File: config.mk
export PLATFORM = sky130hd
export DESIGN_NAME = plate_region_locate
export DESIGN_NICKNAME = d
export VERILOG_FILES = /design/src/rtl/plate_region_locate.sv
export SDC_FILE = /design/constraint.sdc
export NUM_CORES = 1
export LEC_CHECK = 0
export ABC_AREA = 1
export CORE_ASPECT_RATIO = 1.1
export CORE_MARGIN = 10
export CORE_UTILIZATION = 25
export CTS_BUF_LIST = sky130_fd_sc_hd__clkbuf_8
export DETAILED_ROUTE_END_ITERATION = 16
export GPL_TIMING_DRIVEN = 0
export SYNTH_ARGS = -nofsm -noshare
export SYNTH_HDL_FRONTEND = slang
export SYNTH_SLANG_ARGS = --single-unit
File: constraint.sdc
create_clock -name clk -period 2.3 [get_ports clk]
set_input_delay 0.46 -clock clk [delete_from_list [all_inputs] [get_ports clk]]
set_output_delay 0.46 -clock clk [all_outputs]
set_load 0.03 [all_outputs]
File: src/rtl/plate_region_locate.sv
// plate_region_locate: measures the bounding box of foreground pixels inside a fixed search window, once per frame.
module plate_region_locate #(
  parameter logic [11:0] WIN_LEFT  = 12'd50,
  parameter logic [11:0] WIN_RIGHT = 12'd430,
  parameter logic [11:0] WIN_UP    = 12'd70,
  parameter logic [11:0] WIN_DOWN  = 12'd200,
  parameter logic [11:0] ROW_TH    = 12'd8,
  parameter logic [11:0] MIN_ROWS  = 12'd4
) (
  input  logic        clk,
  input  logic        rst,
  input  logic [11:0] x,
  input  logic [11:0] y,
  input  logic        i_hs,
  input  logic        i_vs,
  input  logic        i_de,
  input  logic        i_bin,
  output logic [11:0] edge_left,
  output logic [11:0] edge_right,
  output logic [11:0] edge_up,
  output logic [11:0] edge_dowm,
  output logic        region_valid,
  output logic        frame_done
);
  logic        de_d, vs_d;
  logic [11:0] row_cnt, row_min_x, row_max_x, row_y;
  logic [11:0] f_min_x, f_max_x, f_min_y, f_max_y, q_rows;
  logic        hit, row_close, frame_close, row_ok, frame_ok;
  logic [11:0] m_min_x, m_max_x, m_min_y, m_max_y, m_q;
  logic        unused_hs;
  assign unused_hs = i_hs;
  // m_* are the frame accumulators with the closing row already merged, so a
  // row that closes on the vs edge still counts toward this frame.
  always_comb begin
    hit = i_de && i_bin && x >= WIN_LEFT && x <= WIN_RIGHT && y >= WIN_UP && y <= WIN_DOWN;
    row_close = de_d && !i_de;
    frame_close = i_vs && !vs_d;
    row_ok = row_close && row_cnt >= ROW_TH;
    m_min_x = (row_ok && row_min_x < f_min_x) ? row_min_x : f_min_x;
    m_max_x = (row_ok && row_max_x > f_max_x) ? row_max_x : f_max_x;
    m_min_y = (row_ok && row_y < f_min_y) ? row_y : f_min_y;
    m_max_y = (row_ok && row_y > f_max_y) ? row_y : f_max_y;
    m_q = (row_ok && q_rows != 12'hFFF) ? q_rows + 12'd1 : q_rows;
    frame_ok = m_q >= MIN_ROWS;
  end
  always_ff @(posedge clk) begin
    if (rst) begin
      de_d <= 1'b0;
      vs_d <= 1'b0;
      row_cnt <= '0;
      row_min_x <= 12'hFFF;
      row_max_x <= '0;
      row_y <= '0;
      f_min_x <= 12'hFFF;
      f_max_x <= '0;
      f_min_y <= 12'hFFF;
      f_max_y <= '0;
      q_rows <= '0;
      edge_left <= '0;
      edge_right <= '0;
      edge_up <= '0;
      edge_dowm <= '0;
      region_valid <= 1'b0;
      frame_done <= 1'b0;
    end else begin
      de_d <= i_de;
      vs_d <= i_vs;
      frame_done <= frame_close;
      if (row_close) begin
        row_cnt <= '0;
        row_min_x <= 12'hFFF;
        row_max_x <= '0;
      end else if (hit) begin
        row_cnt <= (row_cnt != 12'hFFF) ? row_cnt + 12'd1 : row_cnt;
        row_min_x <= (x < row_min_x) ? x : row_min_x;
        row_max_x <= (x > row_max_x) ? x : row_max_x;
        row_y <= y;
      end
      if (frame_close) begin
        f_min_x <= 12'hFFF;
        f_max_x <= '0;
        f_min_y <= 12'hFFF;
        f_max_y <= '0;
        q_rows <= '0;
        region_valid <= frame_ok;
        if (frame_ok) begin
          edge_left <= m_min_x;
          edge_right <= m_max_x;
          edge_up <= m_min_y;
          edge_dowm <= m_max_y;
        end
      end else begin
        f_min_x <= m_min_x;
        f_max_x <= m_max_x;
        f_min_y <= m_min_y;
        f_max_y <= m_max_y;
        q_rows <= m_q;
      end
    end
  end
endmodule
==> impl_metrics.ini <==
[synthesis]
yosys.area_share.simple_pct = 35.57
synth_seq_area_share_pct = 35.60
synth_edf_count = 0
yosys_most_used_dff = dfxtp_1
yosys_warnings = 0
synthArstFlopShare_pct = 0
synth_compound_area_share_pct = 7.091
synthXorXnorAreaFrac_pct = 1.265
syn-cell-area_mm2 = 0.008999
synth-adder-area-share_pct = 10.01
ys_seq_elements = 160
synth_top_family_by_area = simple AND/OR/NAND/NOR gates
ys_types = 42
synth_mux_area_share_pct = 0
syn_nets = 1377
syn_area_per_cell_um2 = 7.058
netlist_instances = 1275

[setup_path]
r2r-start = q_rows[1]$_SDFF_PP0_
crit_fanout = 6
cpMaxStageDelayCell = dfxtp_4
rr_endpoint = edge_left[4]$_SDFFE_PP0P_
crit_top_cell = nand2_1
reg2reg_depth = 17
cp_cell_sequence = ha_4 -> nand2_8 -> nor2_4 -> nand2_1 -> nor2_2 -> nor2_4 -> nand2_1 -> nand2_1 -> inv_2 -> nand3_4 -> nor2_4 -> nand2_8 -> nand2_8 -> clkbuf_16 -> nand2_2 -> nand2_1 -> inv_1
worstSetupEndpointType = flip-flop
crit_type = flip-flop to flip-flop
r2r_setup_slack_ns = 0.05
cp.arrival_ns = 2.62
slowest_delay_ns = 0.39
cp.required_ns = 2.67
startpoint_type = flip-flop

[cts]
clockRootBuffer = clkbuf_8
cts.clk_slew.worst_paths_ns = 0.09
cts_buffers = 17
cts_num_sinks = 160
cts_buffer_depth = 2
holdBufCountCts = 0
h-tree-depth = 4
insertion_delay_ns = 0.46
cts_tree = done

[routing]
wl_per_cell_um = 13.61
antenna_left = 0
drtIter0Drc = 492
totalWireLength_um = 25620
viasPerCell = 4.471
drc = 0
vias = 8418
dr.pass1.iters = 5

[min_path]
min_path_cells = 3
hp-start = x[1]
holdPathEnd = row_min_x[1]$_SDFFE_PP1P_
worst_hold_path_type = input pin to flip-flop

[sta]
hold_ws_ns = 0.4055
period_share_pct = 97.80
setup_violations = 0
finalMaxSlewViolations = 0
rsz0062_at_grt = yes
hold_viol_final = 0
fin_crit_ns = 2.249
fmax_mhz = 444.6
setup_tns_ns = 0
slew_headroom_pct = 53.24
tightest_slew_ns = 0.7014
clock-skew-final_ns = 0.01716
finalWorstSetupSlack_ns = 0.05056

[global_routing]
antenna_found_initial = 1
grt_pass1_wl_um = 40370
grt_usage_pct = 11.20
grt_pass1_vias = 7872
grt_start_max_net_pins = 17
grt_overflow_total = 0

[pwr]
p_leak_nw = 5.320
powerDensity_mw_per_mm2 = 459.7
finalPower_w = 0.005206
peakVddDrop_mv = 0.3175

[floorplanning]
fp-row-count = 72
core_area_mm2 = 0.03531
fp.dieW_um = 200.9
die-area_mm2 = 0.04399
io_pins = 80
start_util_pct = 25.48
die_y_um = 219.0

[layout]
areaGrowthSynthToFinish_pct = 25.86
drive_above_1_share_pct = 14.06
finalInstanceArea_mm2 = 0.01133
fin_nets = 1491
fillers = 3817

[placement]
port_buffers = 78
dp_hpwl_um = 20080
postPlaceCellArea_mm2 = 0.01038
gp_congestion = 0.8826
dp_slack_ns = -0.8956

[run]
maxCapViolCount = 0

[status]
status = completed
layer usage:
layer	vias up	GRT usage [%]	wire length [um]
li1	4352	-	-
met4	0	3.587	387
met5	-	0	0
met1	3831	14.73	12230
met3	21	2.431	1438
met2	214	17.91	11570
cells by family (layout without fill, tap and decap cells):
logic type      after synthesis  after routing
simple gates                686            687
buf+inv                     229            354
flops                       160            160
compound gates              115            115
fa+ha+maj                    72             72
xor+xnor                     13             13
other cells                   0              1
power by group:
group / internal (W) / switching, W
combinational: 0.0000942 / 0.000198
clock: 0.00105 / 0.00109
sequential: 0.00277 / 0.00000208
total: 0.00392 / 0.00129
synth_stat cells, drive strengths merged, types with 12 or more instances:
| cell type | instances | area, um^2 |
|---|---|---|
| a21oi | 73 | 365.4 |
| buf | 16 | 142.6 |
| clkbuf | 36 | 135.1 |
| dfxtp | 160 | 3203 |
| ha | 72 | 900.9 |
| inv | 176 | 660.6 |
| nand2 | 341 | 1340 |
| nand3 | 180 | 1046 |
| nand3b | 12 | 90.09 |
| nand4 | 25 | 162.6 |
| nor2 | 109 | 452.9 |
| nor3 | 13 | 65.06 |
| o21ai | 18 | 93.84 |
| xor2 | 12 | 105.1 |
sequential cells by signal (all words and copies together) (netlist names):
register,cells
edge_dowm,12
row_min_x,12
f_min_x,12
row_cnt,12
f_max_y,12
frame_done,1
q_rows,12
f_min_y,12
region_valid,1
de_d,1
row_y,12
edge_right,12
f_max_x,12
edge_left,12
edge_up,12
vs_d,1
row_max_x,12
repair_timing:
action,CTS,global route
hold endpoints to repair,0,0
endpoints found under the setup margin,120,122
gates resized for setup,19,113
gates cloned,0,4
setup buffers,1,15
pin swaps,1,18
layout make-up:
| class | count | area, um^2 | area share (%) |
|---|---|---|---|
| Multi-Input combinational cell | 887 | 5145 | 45.43 |
| Sequential cell | 160 | 3221 | 28.44 |
| Timing Repair Buffer | 97 | 983.4 | 8.683 |
| Inverter | 177 | 664.4 | 5.866 |
| Tap cell | 481 | 601.8 | 5.314 |
| Buffer | 49 | 301.5 | 2.662 |
| Clock buffer | 20 | 275.3 | 2.430 |
| Clock inverter | 11 | 131.4 | 1.160 |
| Antenna cell | 1 | 2.502 | 0.02209 |
through the flow:
step	utilization (%)	std cells
global placement	29.40	1834
floorplan	-	1275
global route	32.07	1883
CTS	30.69	1864
detailed placement	29.40	1834
finish	32.07	1883
critical path, delay by kind of cell, from the launching register on:
family	cells	cell delay [ns]
buf+inv	3	0.28
fa+ha+maj	1	0.18
flops	1	0.39
simple gates	13	1.29
how the worst max path moves through the flow:
| stage | from | to | slack (ns) | cells past startpoint |
|---|---|---|---|---|
| global route | q_rows[0]$_SDFF_PP0_ | edge_up[8]$_SDFFE_PP0P_ | -0.07 | 17 |
| floorplan | q_rows[0]$_SDFF_PP0_ | edge_left[0]$_SDFFE_PP0P_ | 0.23 | 16 |
| global placement | y[4] | row_y[7]$_SDFFE_PP0P_ | -0.95 | 10 |
| CTS | row_y[9]$_SDFFE_PP0P_ | edge_dowm[1]$_SDFFE_PP0P_ | 0.02 | 12 |
| finish | q_rows[1]$_SDFF_PP0_ | edge_left[4]$_SDFFE_PP0P_ | 0.05 | 17 |
| detailed placement | y[4] | row_y[6]$_SDFFE_PP0P_ | -0.90 | 10 |
cells in the final DEF, fill, tap and decap left out, drive strengths merged, types with 12 or more instances in the layout:
cell type      Yosys  layout
a21oi             73      73
buf               16      34
clkbuf            36      54
clkdlybuf4s50      0      72
dfxtp            160     160
ha                72      72
inv              176     178
nand2            341     342
nand3            180     180
nand3b            12      12
nand4             25      25
nor2             109     109
nor3              13      13
o21ai             18      18
xor2              12      12
No activity file was read; power rests on OpenSTA's default activity.
